`config.mk`:
```
export PLATFORM = sky130hd
export DESIGN_NAME = snes_pad_responder
export DESIGN_NICKNAME = d
export VERILOG_FILES = /design/src/rtl/snes_pad_responder.sv
export SDC_FILE = /design/constraint.sdc
export NUM_CORES = 1
export LEC_CHECK = 0
export CORE_ASPECT_RATIO = 2
export CORE_MARGIN = 3
export CORE_UTILIZATION = 55
export DETAILED_ROUTE_END_ITERATION = 8
export GPL_ROUTABILITY_DRIVEN = 1
export PLACE_DENSITY = 0.84
export SYNTH_ARGS = -nofsm -noshare
export SYNTH_HDL_FRONTEND = slang
export SYNTH_SLANG_ARGS = --single-unit
```
`constraint.sdc`:
```
create_clock -name clock -period 4 [get_ports clock]
set_input_delay 0.8 -clock clock [delete_from_list [all_inputs] [get_ports clock]]
set_output_delay 0.8 -clock clock [all_outputs]
set_load 0.005 [all_outputs]
```
`src/rtl/snes_pad_responder.sv`:
```
// Controller-side SNES joypad emulator: captures a 16-bit button vector on host latch
// and shifts it out active-low, one bit per synchronized host clock rising edge.
module snes_pad_responder #(
   parameter int   SYNC_STAGES = 2,
   parameter int   NUM_BITS    = 16,
   parameter logic TAIL_LEVEL  = 1'b0
) (
   input  logic        clock,
   input  logic        reset,
   input  logic [15:0] button_state,
   input  logic        controller_latch,
   input  logic        controller_clock,
   output logic        controller_data,
   output logic [4:0]  bit_count,
   output logic        frame_done,
   output logic        overrun,
   output logic [15:0] snapshot,
   output logic [1:0]  fsm_state_o
);

   typedef enum logic [1:0] {
      S_IDLE  = 2'd0,
      S_LOAD  = 2'd1,
      S_SHIFT = 2'd2
   } state_e;

   localparam logic [4:0] LAST_COUNT = 5'(NUM_BITS);

   // Reset asserts asynchronously but is released on a clock edge.
   logic [1:0] rst_sync_q;
   logic       rst_int;

   always_ff @(posedge clock or posedge reset) begin
      if (reset) rst_sync_q <= 2'b11;
      else       rst_sync_q <= {rst_sync_q[0], 1'b0};
   end

   assign rst_int = rst_sync_q[1];

   logic [SYNC_STAGES-1:0] latch_sync_q;
   logic [SYNC_STAGES-1:0] clk_sync_q;
   logic                   latch_prev_q;
   logic                   clk_prev_q;

   // Idle pin levels are the reset values so release never manufactures an edge.
   always_ff @(posedge clock or posedge rst_int) begin
      if (rst_int) begin
         latch_sync_q <= '0;
         clk_sync_q   <= '1;
         latch_prev_q <= 1'b0;
         clk_prev_q   <= 1'b1;
      end else begin
         latch_sync_q <= {latch_sync_q[SYNC_STAGES-2:0], controller_latch};
         clk_sync_q   <= {clk_sync_q[SYNC_STAGES-2:0], controller_clock};
         latch_prev_q <= latch_sync_q[SYNC_STAGES-1];
         clk_prev_q   <= clk_sync_q[SYNC_STAGES-1];
      end
   end

   logic latch_s;
   logic latch_fall;
   logic clk_rise;

   assign latch_s    = latch_sync_q[SYNC_STAGES-1];
   assign latch_fall = ~latch_s & latch_prev_q;
   assign clk_rise   = clk_sync_q[SYNC_STAGES-1] & ~clk_prev_q;

   state_e      state_q, state_d;
   logic [15:0] shift_q, shift_d;
   logic [4:0]  count_q, count_d;
   logic [15:0] snap_q, snap_d;
   logic        done_q, done_d;
   logic        ovr_q, ovr_d;

   always_ff @(posedge clock or posedge rst_int) begin
      if (rst_int) begin
         state_q <= S_IDLE;
         shift_q <= 16'hFFFF;
         count_q <= 5'd0;
         snap_q  <= 16'h0000;
         done_q  <= 1'b0;
         ovr_q   <= 1'b0;
      end else begin
         state_q <= state_d;
         shift_q <= shift_d;
         count_q <= count_d;
         snap_q  <= snap_d;
         done_q  <= done_d;
         ovr_q   <= ovr_d;
      end
   end

   // Latch has priority over any clock edge; a clock edge under latch is an overrun.
   always_comb begin
      state_d = state_q;
      shift_d = shift_q;
      count_d = count_q;
      snap_d  = snap_q;
      done_d  = 1'b0;
      ovr_d   = 1'b0;
      if (latch_s) begin
         state_d = S_LOAD;
         shift_d = ~button_state;
         count_d = 5'd0;
         ovr_d   = clk_rise;
      end else if (latch_fall) begin
         state_d = S_SHIFT;
         shift_d = ~button_state;
         snap_d  = button_state;
         count_d = 5'd0;
      end else if (clk_rise) begin
         if (state_q == S_SHIFT) begin
            shift_d = {TAIL_LEVEL, shift_q[15:1]};
            count_d = count_q + 5'd1;
            if (count_q + 5'd1 == LAST_COUNT) begin
               done_d  = 1'b1;
               state_d = S_IDLE;
            end
         end else if (state_q == S_IDLE && count_q == LAST_COUNT) begin
            // Only a completed frame drains tail bits; post-reset idle keeps driving 1s.
            shift_d = {TAIL_LEVEL, shift_q[15:1]};
         end
      end
   end

   assign controller_data = shift_q[0];
   assign bit_count       = count_q;
   assign frame_done      = done_q;
   assign overrun         = ovr_q;
   assign snapshot        = snap_q;
   assign fsm_state_o     = state_q;

endmodule

```
# Word level (Yosys, flattened, before mapping)
# Index checks and enable logic that the tools add are counted.
# word_totals
regBits	49
in_bits	20
out_inout_bits	26
word_cells	50
# op_classes
n_addsub	1
n_eq_ne	3
muxes	20
bitwise	5
reduce_logical	10
# ops
operator	n
16-bit two-way mux	5
5-bit two-way mux	4
16-bit NOT	1
5-bit == test (second input constant)	2
2-bit two-way mux	5
3-bit nonzero test	3
1-bit two-way mux	6
2-bit AND reduction	3
5-bit by 1-bit adder with 5-bit output (second input constant)	1
4-bit nonzero test	1
3-bit AND reduction	1
1-bit AND	2
2-bit == test (second input constant)	1
2-bit logical NOT	1
1-bit NOT	2
1-bit logical AND	1

# Depth between registers and ports, before layout
# depth
depth_word	7
ltp_mapped	7
depth_no_buf	5

# Worst setup path before layout
# Ideal clock, no wire load.
# synth_timing
path_type	register to register
start	register count_q[0], in the netlist bit_count[0]
end	register shift_q[10]
setup_time_ns	0.077
arrival_ns	1.462
required_ns	3.923
slack_ns	2.461
stages_incl_launch_ff	8
n_path_buf	2
synth_period_minus_slack_ns	1.539
path_cell_list	dfrtp_1 > inv_1 > ha_1 > nor4bb_1 > clkbuf_2 > buf_4 > o211ai_1 > a31oi_1
# synth_via
elab_chain_len	4
# synth_lines
item	line_no	rtl
start, declared	70	logic [4:0] count_q, count_d;
start signal, assigned	86	count_q <= count_d;
5-bit == test	119	end else if (state_q == S_IDLE && count_q == LAST_COUNT) begin
1-bit logical AND	119	
4-bit nonzero test (no line)	--	
2-bit AND reduction (no line)	--	
end signal, assigned	85	shift_q <= shift_d;
end, declared	69	logic [15:0] shift_q, shift_d;
# No other way between the ends.
# A chain may end at the register's enable or synchronous reset.

# Worst setup path in the final report
# layout_timing
start	register shift_q[0]
end	output port controller_data
# layout_lines
item	line_no	rtl
end, declared	13	output logic controller_data,
# No word-level cell between the ends.

==> metrics.md <==
| Metric | Value |
|---|---|
| Routed WL | `around 5100 um` |
| Worst IR drop on VDD | `0.3222 mV` |
| Slowest CP cell | `dfstp_2` |
| Compound-gate portion of the synthesized area | `about 18%` |
| WL/cell | `17.27 um` |
| DP HPWL | `around 3300 um` |
| Sum Neg Setup Slack | `0 ns` |
| Max capacitance violation total | `0` |
| CTS H-tree depth | `2` |
| Register area share after synthesis | `between 50 and 60%` |
| Reg-to-reg startpoint | `bit_count[1]$_DFFE_PP0P_` |
| Total global routing overflow | `0` |
| Fmax | `between 0.4 and 0.5 GHz` |
| Fin crit period | `between 2 and 2.5 ns` |
| Core area | `0.004129 mm2` |
| Area of the multi-input gates | `~0.0010 mm2` |
| Flop-to-flop setup slack | `1.92 ns` |
| Crit path launch | `shift_q[0]$_DFFE_PP1P_` |
| Initial core utilization | `57.52%` |
| Final setup viols | `0` |
| Clock group share of total power | `a little over a third` |
| Remaining DRCs | `0` |
| Worst slew margin | `about a quarter` |
| Period utilization | `roughly 54%` |
| CTS tree | `built` |
| Area delta synth->final | `25.03%` |
| Net switching fraction of the power | `between 20% and 30%` |
| Slew Viols, Final | `0` |
| NetSw | `263.0 uW` |
| Largest net degree at the start of global routing | `48` |
| Mean Syn Cell Area | `between 10 and 15 um2` |
| Die area | `slightly above 0.005 mm2` |
| Post-route ant nets | `0` |
| Fillers | `approximately 310` |
| Most used DFF post-synth | `dfrtp_1` |
| Final hold viol count | `0` |
| Leading cell type in the layout, fill and taps excluded | `clkdlybuf4s50_1` |
| I/O Pins | `46` |
| Largest family of logic cells by synthesized area | `compound AO/OA/AOI/OAI gates` |
| Multiplexer share of the synthesized area | `7.587%` |
| Critical Path End | `controller_data` |
| #FFs+latches synth | `49` |
| Longest Clk Path Bufs | `2` |
| Post_cts resized | `0` |
| Simple-gate portion of the synthesized area | `between 15 and 20%` |
| First-pass GRT wire length | `roughly 8600 um` |
| Crit path max-delay family | `flip-flops` |
| Crit-path cells | `clkdlybuf4s50_1` |
| Outcome | `finished clean` |
| Internal power | `912.5 uW` |
| Clock Root Buffer | `clkbuf_8` |
| Layout cells sized above 1 | `between 20% and 30%` |
| WS Path Type | `flop to output port` |
| Xor/xnor share of the synthesized area | `less than 1%` |
| Reg2reg path depth | `5` |
| N_diodes | `0` |
| Vias in the first global route | `roughly 1800` |
| Async set or reset register ratio after synthesis | `100.0%` |
| Synth Net Count | `around 220` |
| Place WS | `1.991 ns` |
| Worst-skew pair later-pin latency | `approximately 0.3 ns` |
| Die Y | `slightly below 100 um` |
| Worst min path class | `flop to flop` |
| Die width | `between 50 and 60 um` |
| Worst Max-Slew Pin Slew | `1.123 ns` |
| Num CTS Buffers | `5` |
| Drt via density | `between 5 and 6` |
| Post-CTS Setup Inserts | `0` |
| Hold_buf cts | `0` |
| CP Data Arrival Time | `around 1.4 ns` |
| Gr usage total | `between 20% and 30%` |
| CP Launch Type | `flop` |
| Sequential Area | `around 0.0013 mm2` |
| LEAKAGE | `0.001130 uW` |
| Reg power frac | `about half` |
| Util after Layout | `between 70% and 80%` |
| Final RePlAce weighted congestion | `~0.8` |
| Clock sinks | `49` |
| PortBufs | `45` |
| Vias | `between 1500 and 2000` |
| Post-synthesis cell type count | `between 40 and 50` |
| WP buf/inv | `1` |
| Initial DRC Count | `approximately 50` |
| Final net count | `roughly 260` |
| Unrepaired setup endpoints after global routing | `false` |
| Yosys warnings | `0` |
| Syn Inst Count | `approximately 200` |
| Detailed Routing Iterations Pass 1 | `4` |
| # rows | `33` |
| Type of element capturing the critical path | `output port` |
| Number of flops mapped to enable cells by yosys | `0` |
| Fin worst setup slack | `1.849 ns` |
| Most frequent cells in the layout | `45 x clkdlybuf4s50_1, 28 x dfrtp_1, 21 x dfstp_2` |
| Max Fanout on Critical Path | `3` |
| Cell area after synthesis | `~0.0024 mm2` |
| Critical Path Max Stage Delay | `~0.56 ns` |
| CP Data Required Time | `3.20 ns` |
| Comb power frac | `between 10% and 20%` |
| Power Dens Cells | `around 400 mW/mm2` |
| Crit. path cell count | `1` |
| Adder-Cell Fraction of Synth Area | `1.054%` |
| Max Clock Skew | `between 0.007 and 0.008 ns` |
| Clock-pin transition on the worst setup and hold timing paths | `roughly 0.090 ns` |
| Capture point of the worst reg-to-reg path | `shift_q[11]$_DFFE_PP1P_` |
| Antenna violations before repair | `0` |
## cell usage after synthesis (2+ instances only)
library cell / instances / area share [%]
dfrtp_1: 28 / 30
dfstp_2: 21 / 23
mux2_2: 16 / 7.6
a31oi_1: 15 / 4.0
and2_1: 15 / 4.0
nor2b_1: 15 / 4.0
o211ai_1: 15 / 4.7
a22oi_2: 8 / 4.2
a22oi_1: 7 / 2.2
inv_1: 7 / 1.1
buf_2: 6 / 1.3
a21oi_1: 4 / 0.84
nor2_1: 4 / 0.63
clkbuf_1: 3 / 0.47
nand2_1: 3 / 0.47
a21o_1: 2 / 0.63
buf_4: 2 / 0.63
buf_6: 2 / 0.95
ha_1: 2 / 1.1
nand2b_1: 2 / 0.53
o21ai_0: 2 / 0.42
## cell type report
cell class	count	share of cell area, %
timing repair buffer	48	15.93
tap	52	2.191
clock inverter	3	2.191
multi-input combinational	131	34.30
clock buffer	5	2.318
sequential	49	42.18
inverter	7	0.8850
## worst min-delay path by stage
stage / from / to / slack [ns] / depth (start not counted)
6_report: latch_sync_q[0]$_DFF_PP0_ / latch_sync_q[1]$_DFF_PP0_ / 0.35 / 0
5_1_grt: clk_sync_q[0]$_DFF_PP1_ / clk_sync_q[1]$_DFF_PP1_ / 0.37 / 0
4_1_cts: latch_sync_q[0]$_DFF_PP0_ / latch_sync_q[1]$_DFF_PP0_ / 0.36 / 0
3_5_place_dp: latch_sync_q[0]$_DFF_PP0_ / latch_sync_q[1]$_DFF_PP0_ / 0.34 / 0
3_3_place_gp: latch_sync_q[0]$_DFF_PP0_ / latch_sync_q[1]$_DFF_PP0_ / 0.34 / 0
2_1_floorplan: latch_sync_q[0]$_DFF_PP0_ / latch_sync_q[1]$_DFF_PP0_ / 0.33 / 0
## metal layers
metal / track usage (%) / vias to the layer above / share of wire (%)
li1: - / 813 / -
met1: 28.09 / 889 / 41
met2: 35.63 / 42 / 54
met3: 4.085 / 8 / 3.3
met4: 8.465 / 0 / 1.9
met5: 0 / - / 0
## through the flow
step                      hold WS (ns)  cells  instance area, um2  total power (uW)
after floorplan                 0.3312    201                2375             678.3
after global placement          0.3355    287                2835             766.5
after detailed placement        0.3356    287                2835             773.0
after CTS                       0.3567    295                2969              1188
after global routing            0.3714    295                2969              1224
final                           0.3541    295                2969              1176
## sequential cells by signal, summed over array words and instances (netlist names), 2 cells and up
name	cells
shift_q	16
clk_sync_q	2
rst_sync_q	2
fsm_state_o	2
latch_sync_q	2
snapshot	16
bit_count	5
## cells by family (layout without fill, tap and decap cells)
kind of cell,Yosys count,in the layout
and+or+nand+nor,54,54
adders and majority gates,2,2
muxes,16,16
xor gates and xnor gates,1,1
DFF,49,49
other,1,1
buffers and inverters,21,63
AOI/OAI and AO/OA,57,57
## power groups by stage
stage	clock network, uW	registers, uW	logic, uW
floorplan	0	586	92.7
global placement	0	586	181
detailed placement	0	588	185
CTS	422	580	186
global route	439	584	200
finish	414	580	183
(Power assumes the default switching activity.)
